**config.mk**
```make
export PLATFORM = sky130hd
export DESIGN_NAME = seg_frame_decoder
export DESIGN_NICKNAME = d
export VERILOG_FILES = /design/src/rtl/seg_pkg.sv /design/src/rtl/seg_code_to_digit.sv /design/src/rtl/seg_frame_decoder.sv
export SDC_FILE = /design/constraint.sdc
export NUM_CORES = 1
export LEC_CHECK = 0
export ABC_AREA = 0
export CAP_MARGIN = 20
export CORE_MARGIN = 2
export CORE_UTILIZATION = 55
export DETAILED_ROUTE_END_ITERATION = 8
export GPL_TIMING_DRIVEN = 0
export PLACE_DENSITY_LB_ADDON = 0.1
export SYNTH_ARGS = -nofsm -noshare
export SYNTH_HDL_FRONTEND = slang
export SYNTH_HIERARCHICAL = 1
export SYNTH_SLANG_ARGS = --single-unit
```
**constraint.sdc**
```tcl
create_clock -name clk -period 6.1 [get_ports clk]
set_clock_uncertainty 0.15 [all_clocks]
set_input_delay 1.525 -clock clk [delete_from_list [all_inputs] [get_ports clk]]
set_output_delay 1.525 -clock clk [all_outputs]
set_load 0.05 [all_outputs]
```
**src/rtl/seg_pkg.sv**
```systemverilog
// -----------------------------------------------------------------------------
// seg_pkg
// Shared constants for the 7-segment display chain, used by both the encoder
// and the serial frame decoder.
//   SEG_W              : bits per segment code (a..g, active-low)
//   SEG_0 .. SEG_9     : active-low segment patterns, bit6=a ... bit0=g
//   SEG_BLANK          : all segments dark
//   DIGIT_BLANK        : digit value reported for a blank code
//   DIGIT_ERR          : digit value reported for an illegal code
//   state_t            : frame decoder FSM states
// -----------------------------------------------------------------------------
package seg_pkg;

  localparam int SEG_W = 7;

  localparam logic [6:0] SEG_0     = 7'b0000001;
  localparam logic [6:0] SEG_1     = 7'b1001111;
  localparam logic [6:0] SEG_2     = 7'b0010010;
  localparam logic [6:0] SEG_3     = 7'b0000110;
  localparam logic [6:0] SEG_4     = 7'b1001100;
  localparam logic [6:0] SEG_5     = 7'b0100100;
  localparam logic [6:0] SEG_6     = 7'b0100000;
  localparam logic [6:0] SEG_7     = 7'b0001111;
  localparam logic [6:0] SEG_8     = 7'b0000000;
  localparam logic [6:0] SEG_9     = 7'b0000100;
  localparam logic [6:0] SEG_BLANK = 7'b1111111;

  localparam logic [3:0] DIGIT_BLANK = 4'hF;
  localparam logic [3:0] DIGIT_ERR   = 4'hE;

  typedef enum logic [1:0] {
    IDLE  = 2'd0,
    SHIFT = 2'd1,
    DONE  = 2'd2
  } state_t;

endpackage : seg_pkg

```
**src/rtl/seg_code_to_digit.sv**
```systemverilog
// -----------------------------------------------------------------------------
// seg_code_to_digit
// Combinational map from one active-low 7-segment code back to its digit.
// Ports:
//   code  in  [6:0] segment code, bit6=a ... bit0=g, 0 = lit
//   digit out [3:0] decoded digit; DIGIT_BLANK for blank, DIGIT_ERR otherwise
//   blank out       code was all segments dark
//   err   out       code is not one of the ten digits nor blank
// -----------------------------------------------------------------------------
module seg_code_to_digit
  import seg_pkg::*;
(
  input  logic [SEG_W-1:0] code,
  output logic [3:0]       digit,
  output logic             blank,
  output logic             err
);

  // Table lookup; anything not recognised is flagged as an error.
  always_comb begin
    digit = DIGIT_ERR;
    blank = 1'b0;
    err   = 1'b0;
    case (code)
      SEG_0:     digit = 4'h0;
      SEG_1:     digit = 4'h1;
      SEG_2:     digit = 4'h2;
      SEG_3:     digit = 4'h3;
      SEG_4:     digit = 4'h4;
      SEG_5:     digit = 4'h5;
      SEG_6:     digit = 4'h6;
      SEG_7:     digit = 4'h7;
      SEG_8:     digit = 4'h8;
      SEG_9:     digit = 4'h9;
      SEG_BLANK: begin
        digit = DIGIT_BLANK;
        blank = 1'b1;
      end
      default: begin
        digit = DIGIT_ERR;
        err   = 1'b1;
      end
    endcase
  end

endmodule : seg_code_to_digit

```
**src/rtl/seg_frame_decoder.sv**
```systemverilog
// -----------------------------------------------------------------------------
// seg_frame_decoder
// Serial receiver for frames of NUM_DIGITS active-low 7-segment codes. Bits
// arrive MSB first per code, first code first; each complete frame is decoded
// to digits plus blank/error masks and reported with a one-cycle out_valid.
// Optional build macro: SEG_FRAME_PARITY_EN adds one trailing even-parity bit
// over all code bits; a mismatch forces every digit to DIGIT_ERR and sets
// every err_mask bit.
// Ports:
//   clk        in   system clock, rising edge
//   reset      in   asynchronous, active-high reset
//   in_start   in   frame-start strobe (aborts any frame in progress)
//   in_valid   in   qualifies in_bit
//   in_bit     in   serial segment bit
//   digits     out  [4*NUM_DIGITS-1:0], digit k at [4k+3:4k], k=NUM_DIGITS-1 first
//   blank_mask out  [NUM_DIGITS-1:0], code k was blank
//   err_mask   out  [NUM_DIGITS-1:0], code k was illegal
//   out_valid  out  one-cycle pulse when the outputs above update
//   busy       out  high while a frame is being shifted in
// -----------------------------------------------------------------------------
module seg_frame_decoder #(
  parameter int NUM_DIGITS = 3,
  parameter int SEG_W      = seg_pkg::SEG_W
) (
  input  logic                    clk,
  input  logic                    reset,
  input  logic                    in_start,
  input  logic                    in_valid,
  input  logic                    in_bit,
  output logic [4*NUM_DIGITS-1:0] digits,
  output logic [NUM_DIGITS-1:0]   blank_mask,
  output logic [NUM_DIGITS-1:0]   err_mask,
  output logic                    out_valid,
  output logic                    busy
);

  import seg_pkg::*;

  localparam int CODE_BITS = NUM_DIGITS * SEG_W;
`ifdef SEG_FRAME_PARITY_EN
  localparam int PAR_BITS  = 1;
`else
  localparam int PAR_BITS  = 0;
`endif
  localparam int FRAME_BITS = CODE_BITS + PAR_BITS;
  localparam int CNT_W      = (FRAME_BITS > 1) ? $clog2(FRAME_BITS) : 1;
  localparam logic [CNT_W-1:0] LAST_CNT = CNT_W'(FRAME_BITS - 1);
  localparam logic [CNT_W-1:0] CNT_ZERO = {CNT_W{1'b0}};
  localparam logic [CNT_W-1:0] CNT_ONE  = CNT_W'(1);

`ifdef SEG_FRAME_PARITY_EN
  // Even parity over the whole frame (codes + parity bit) must XOR to zero.
  function automatic logic parity_err(input logic [FRAME_BITS-1:0] f);
    return ^f;
  endfunction
`endif

  state_t                  state_r, state_next_s;
  logic [CNT_W-1:0]        cnt_r, cnt_next_s;
  logic [FRAME_BITS-1:0]   frame_r, frame_next_s;
  logic                    shift_en_s;
  logic                    load_s;

  logic [4*NUM_DIGITS-1:0] digits_r, digits_next_s;
  logic [NUM_DIGITS-1:0]   blank_r, blank_next_s;
  logic [NUM_DIGITS-1:0]   err_r, err_next_s;
  logic                    out_valid_r;
  logic                    busy_r;

  logic [3:0]              dec_digit_s [NUM_DIGITS];
  logic                    dec_blank_s [NUM_DIGITS];
  logic                    dec_err_s   [NUM_DIGITS];

  // FSM state and bit counter registers.
  always_ff @(posedge clk or posedge reset) begin
    if (reset) begin
      state_r <= IDLE;
      cnt_r   <= CNT_ZERO;
    end else begin
      state_r <= state_next_s;
      cnt_r   <= cnt_next_s;
    end
  end

  // Next-state logic. load_s marks the edge that samples the last frame bit,
  // so the decoded outputs land together with out_valid in the DONE cycle.
  always_comb begin
    state_next_s = state_r;
    cnt_next_s   = cnt_r;
    shift_en_s   = 1'b0;
    load_s       = 1'b0;
    case (state_r)
      IDLE: begin
        if (in_start) begin
          state_next_s = SHIFT;
          cnt_next_s   = CNT_ZERO;
        end else begin
          state_next_s = IDLE;
        end
      end
      SHIFT: begin
        if (in_start) begin
          // Abort: restart the frame, the concurrent bit is dropped.
          state_next_s = SHIFT;
          cnt_next_s   = CNT_ZERO;
        end else if (in_valid) begin
          shift_en_s = 1'b1;
          if (cnt_r == LAST_CNT) begin
            state_next_s = DONE;
            cnt_next_s   = CNT_ZERO;
            load_s       = 1'b1;
          end else begin
            cnt_next_s = cnt_r + CNT_ONE;
          end
        end else begin
          state_next_s = SHIFT;
        end
      end
      DONE: begin
        if (in_start) begin
          state_next_s = SHIFT;
          cnt_next_s   = CNT_ZERO;
        end else begin
          state_next_s = IDLE;
        end
      end
      default: begin
        state_next_s = IDLE;
        cnt_next_s   = CNT_ZERO;
      end
    endcase
  end

  // Frame shift register contents after this edge.
  always_comb begin
    if (shift_en_s) begin
      frame_next_s = {frame_r[FRAME_BITS-2:0], in_bit};
    end else begin
      frame_next_s = frame_r;
    end
  end

  // Frame shift register.
  always_ff @(posedge clk or posedge reset) begin
    if (reset) begin
      frame_r <= {FRAME_BITS{1'b1}};
    end else begin
      frame_r <= frame_next_s;
    end
  end

  // Decode from the post-shift frame so the final bit is included on load.
  // First received code sits in the top bits, i.e. code index NUM_DIGITS-1.
  for (genvar k = 0; k < NUM_DIGITS; k++) begin : g_dec
    seg_code_to_digit u_dec (
      .code  (frame_next_s[PAR_BITS + SEG_W*k +: SEG_W]),
      .digit (dec_digit_s[k]),
      .blank (dec_blank_s[k]),
      .err   (dec_err_s[k])
    );
  end

  // Pack per-code results; a parity failure overrides every code.
  always_comb begin
    digits_next_s = {NUM_DIGITS{DIGIT_ERR}};
    blank_next_s  = {NUM_DIGITS{1'b0}};
    err_next_s    = {NUM_DIGITS{1'b0}};
    for (int k = 0; k < NUM_DIGITS; k++) begin
      digits_next_s[4*k +: 4] = dec_digit_s[k];
      blank_next_s[k]         = dec_blank_s[k];
      err_next_s[k]           = dec_err_s[k];
    end
`ifdef SEG_FRAME_PARITY_EN
    if (parity_err(frame_next_s)) begin
      digits_next_s = {NUM_DIGITS{DIGIT_ERR}};
      blank_next_s  = {NUM_DIGITS{1'b0}};
      err_next_s    = {NUM_DIGITS{1'b1}};
    end else begin
      err_next_s    = err_next_s;
    end
`endif
  end

  // Output registers; decoded values hold between frames.
  always_ff @(posedge clk or posedge reset) begin
    if (reset) begin
      digits_r    <= {NUM_DIGITS{DIGIT_BLANK}};
      blank_r     <= {NUM_DIGITS{1'b1}};
      err_r       <= {NUM_DIGITS{1'b0}};
      out_valid_r <= 1'b0;
      busy_r      <= 1'b0;
    end else begin
      out_valid_r <= load_s;
      busy_r      <= (state_next_s == SHIFT);
      if (load_s) begin
        digits_r <= digits_next_s;
        blank_r  <= blank_next_s;
        err_r    <= err_next_s;
      end else begin
        digits_r <= digits_r;
        blank_r  <= blank_r;
        err_r    <= err_r;
      end
    end
  end

  assign digits     = digits_r;
  assign blank_mask = blank_r;
  assign err_mask   = err_r;
  assign out_valid  = out_valid_r;
  assign busy       = busy_r;

endmodule : seg_frame_decoder
```
# Word-level counts from Yosys, hierarchy flattened
# Index checks and enable logic that the tools add are counted.
[word_totals] register_bits=48 latch_bits=0 ram_bits=0 rom_bits=0 inputBits=5 output_inout_bits=20 wordCells=81 memories=0
[op_classes] n_addsub=1 mul=0 div=0 magnitude_cmp=0 n_eq_ne=36 shift=0 muxes=27 bitwise_logic=0 reduce_logical=9
[op_table] cell="$pmux W4 S11" count=3
[op_table] cell="$eq A7 B7 Y1 const B" count=9
[op_table] cell="$eq A7 B3 Y1 const B" count=6
[op_table] cell="$eq A7 B6 Y1 const B" count=6
[op_table] cell="$reduce_or A11 Y1" count=3
[op_table] cell="$eq A7 B1 Y1 const B" count=3
[op_table] cell="$eq A7 B4 Y1 const B" count=3
[op_table] cell="$eq A7 B5 Y1 const B" count=3
[op_table] cell="$logic_not A7 Y1" count=3
[op_table] cell="$mux W21" count=1
[op_table] cell="$mux W5" count=4
[op_table] cell="$mux W1" count=14
[op_table] cell="$pmux W5 S2" count=1
[op_table] cell="$mux W2" count=3
[op_table] cell="$add A5 B1 Y5 const B" count=1
[op_table] cell="$eq A5 B5 Y1 const B" count=1
[op_table] cell="$eq A2 B1 Y1 const B" count=2
[op_table] cell="$pmux W2 S2" count=1
[op_table] cell="$ne A3 B3 Y1 const B" count=1
[op_table] cell="$eq A2 B2 Y1 const B" count=1
[op_table] cell="$logic_not A2 Y1" count=1
[op_table] cell="$ne A2 B1 Y1 const B" count=1
[op_table] cell="$reduce_and A2 Y1" count=1
[op_table] cell="$reduce_or A2 Y1" count=1

# Longest topological paths before layout
[depth] depth_word=7 mapped_depth=10 mapped_depth_nobuf=7

# Modules after synthesis
# Netlist, hierarchy kept.
[modules_own_cells] mod="seg_frame_decoder" instances=1 cells_each=123 area_each_um2=1976.9 seq_area_each_um2=1246.2
[modules_own_cells] mod="seg_code_to_digit" instances=3 cells_each=44 area_each_um2=315.3 seq_area_each_um2=0.0

# Worst setup path before layout
# OpenSTA, ideal clock, no wires.
[synth_path] path_kind="input port to flip-flop" from="input in_start" to="register err_r[1] (netlist: err_mask[1])" setup_time_ns=0.125 arrival_time_ns=3.573 required_time_ns=5.825 slack_ns=2.252 stages=10 n_path_buf=3 cell_sequence="nor4bb_1 -> buf_2 -> buf_2 -> mux2_2 -> buf_2 -> nor3_1 -> o21ai_4 -> a21bo_1 -> nor3_2 -> mux2_4"
[synth_lines] element="from (decl)" line="seg_frame_decoder.sv:27" source="input logic in_start,"
[synth_lines] element="to (signal assigned)" line="seg_frame_decoder.sv:189" source="err_r <= {NUM_DIGITS{1'b0}};"
[synth_lines] element="to (signal assigned)" line="seg_frame_decoder.sv:198" source="err_r <= err_next_s;"
[synth_lines] element="to (signal assigned)" line="seg_frame_decoder.sv:202" source="err_r <= err_r;"
[synth_lines] element="to (decl)" line="seg_frame_decoder.sv:66" source="logic [NUM_DIGITS-1:0] err_r, err_next_s;"

==> flow_summary_export.csv <==
group,metric,value,unit
outcome,status,"completed",
yosys,netlist_instances,255,
routing,ant_nets,0,
global_route,grt_max_degree,44,
timing,finalHoldViolations,0,
clock_tree,clock-root-buffer,"clkbuf_8",
worst_hold_path,hp-class,"reg -> reg",
timing,fmax,230.3,MHz
global_route,grt_pass1_vias,2020,
power_and_ir_drop,ir_worst_vdd,0.2233,mV
yosys,synth_top_area_share,0.3236,
clock_tree,htree_levels,2,
power_and_ir_drop,leakage,1.347,nW
critical_path,startpoint,"in_valid",
routing,vias,2015,
yosys,synth_edf_count,0,
critical_path,cpMostUsedCell,"buf_2",
yosys,syn_nets,262,
yosys,synth_ff_type,"dfstp_2",
floorplan,dieArea,0.005914,mm²
clock_tree,clk_latency,0.31,ns
timing,fin_crit,4.343,ns
placed_design,portBuffers,24,
power_and_ir_drop,power_density,337.4,mW/mm²
final_layout,antenna_cells,0,
critical_path,timing.rr.end,"err_mask[1]",
clock_tree,cts_resized,0,
routing,drc,0,
global_route,grt_pass1_wl,9.218,mm
timing,slew_headroom,0.6649,
floorplan,die_height,76.90,µm
clock_tree,clock-sinks,48,
yosys,synth-seq-area-share,0.4264,
critical_path,critPathTopFamily,"buffers and inverters",
critical_path,crit-reg2reg-launch,"state_r[1]",
floorplan,boundaryPins,25,
timing,post-route-period-util,0.7120,
floorplan,core-area,0.005107,mm²
floorplan,rows,26,
routing,drt_iter0_drc,81,
final_layout,drive_above_1_share,0.4792,
routing,firstDrtPassIters,4,
placed_design,dp_hpwl,3.519,mm
yosys,netlist-cell-type-count,44,
final_layout,area_delta_synth_final,15.71,%
yosys,synth.area.top_cells,"dfstp_2 32%, mux2_2 12%, dfrtp_1 10%, mux2_4 4.6%, buf_6 3.9%",
yosys,avgSynthCellArea,11.46,µm²
critical_path,critPathMaxFanout,10,
floorplan,die-width,76.90,µm
critical_path,worstPathArrival,4.39,ns
yosys,yosysWarnings,6,
power_and_ir_drop,p_total,1.141,mW
global_route,antenna_found_initial,0,
clock_tree,clockBufferDepth,2,
routing,wirelength,5.203,mm
routing,viasPerCell,5.628,
worst_hold_path,holdPathEnd,"err_mask[2]",
final_layout,layout.nets,294,
timing,rsz0062_at_grt,"false",
clock_tree,numCtsBuffers,5,
timing,setup_viol,0,
timing,tns,0,ns
critical_path,crit_type,"in -> reg",
worst_hold_path,whs_path_depth,1,
critical_path,crit_slowest_cell,"clkdlybuf4s50_1",
critical_path,cp.required,6.15,ns
critical_path,worst_setup_path_start_kind,"input pin",
clock_tree,post_cts_buffers,0,
critical_path,endpoint_kind,"register",
worst_hold_path,worstHoldStart,"err_mask[2]",
yosys,ys_ff_latch,48,
critical_path,reg2reg_depth,10,
global_route,grt_overflow,0,
floorplan,start_util,0.5723,
critical_path,cpPeakStageDelay,0.50,ns
critical_path,reg2reg_slack,3.05,ns
clock_tree,cts_tree,"done",
global_route,grt.total_usage,0.1894,
yosys,yosys.area.top_type,"dfstp_2",
yosys,synth_area,0.002923,mm²
yosys,synthArstFlopShare,1.000,
timing,worst_pin_slew,0.5010,ns
critical_path,worstPathCellList,"clkdlybuf4s50_1, nor4bb_1, buf_2, buf_2, mux2_2, buf_2, nor3_1, o21ai_4, a21bo_1, nor3_2, mux2_4",
clock_tree,clk_pin_slew_worst_paths,0.09,ns
placed_design,gp_congestion,0.8199,
routing,routedWlPerCell,14.53,µm
critical_path,cp_num_buf_inv,4,
timing,timing.hold.ws,0.3704,ns
clock_tree,cts_hold_buf,0,
timing,drv_slew,0,
flow_run,cap_violations,0,
layout by cell type, fill, tap and decap left out, drive strengths merged, types with 4 or more instances in the layout:
cell	n
dfstp	36
a21oi	6
buf	27
clkdlybuf4s50	24
nor2	12
nor3b	7
clkbuf	5
nand2	13
o21ai	9
inv	8
and3	6
dfrtp	12
and2	4
nor3	18
mux2	39
nand3	7
cell type report:
type / instances / area (µm²)
clock inverters: 3 / 42.54
well taps: 70 / 87.58
inverters: 8 / 30.03
fillers: 426 / 1725
clock buffers: 5 / 68.82
flip-flops and latches: 48 / 1246
plain buffers: 26 / 215.2
multi-input cells: 173 / 1431
repair buffers: 25 / 260.3
worst max-delay path by stage:
| stage | endpoint | slack, ns | cells past startpoint |
|---|---|---|---|
| 2_1_floorplan | err_mask[1] | 2.25 | 10 |
| 3_3_place_gp | digits[6] | 1.51 | 11 |
| 3_5_place_dp | err_mask[1] | 1.47 | 11 |
| 4_1_cts | err_mask[1] | 1.77 | 11 |
| 5_1_grt | digits[2] | 1.64 | 11 |
| 6_report | err_mask[1] | 1.76 | 11 |
cell usage after synthesis, drive strengths merged, types with 4 or more instances:
cell   instances
nor2          12
dfstp         36
o21ai          9
dfrtp         12
inv            8
nand3          7
nand2         13
a21oi          6
and3           6
nor3b          7
nor3          18
buf           26
and2           4
mux2          39
flip-flops by register name, indices dropped and copies added, names as in the netlist:
name / cells
frame_r: 21
digits: 12
cnt_r: 5
blank_mask: 3
err_mask: 3
state_r: 2
busy: 1
out_valid: 1
routing by layer:
layer  share of wire  global-route usage  vias to the layer above
li1                -                   -                      985
met1            0.47              0.2523                      985
met2            0.48              0.3053                       35
met3           0.038             0.04706                       10
met4           0.016             0.05636                        0
met5               0                   0                        -
power by group:
part	total (mW)	internal, mW	leakage, nW	switching, mW
sequential	0.418	0.396	0.529	0.0217
combinational	0.493	0.223	0.763	0.270
clock	0.230	0.121	0.0541	0.109
total	1.14	0.741	1.35	0.400
per-stage QoR:
stage	utilization	instance area (µm²)	std cells	worst slack, ns
4_1_cts	0.6622	3382	358	1.774
2_1_floorplan	-	2923	255	2.252
3_5_place_dp	0.6404	3271	350	1.472
6_report	0.6622	3382	358	1.757
5_1_grt	0.6622	3382	358	1.638
3_3_place_gp	0.6365	3251	349	1.506
logic make-up after synthesis:
| family | share of synthesized area |
|---|---|
| multiplexers | 0.1618 |
| AO/OA/AOI/OAI | 0.1297 |
| flip-flops | 0.4264 |
| buffers and inverters | 0.08391 |
| XOR/XNOR | 0.01499 |
| AND/OR/NAND/NOR | 0.1747 |
| adder cells (fa/ha/maj) | 0.008560 |
No activity file was read; power rests on OpenSTA's default activity.
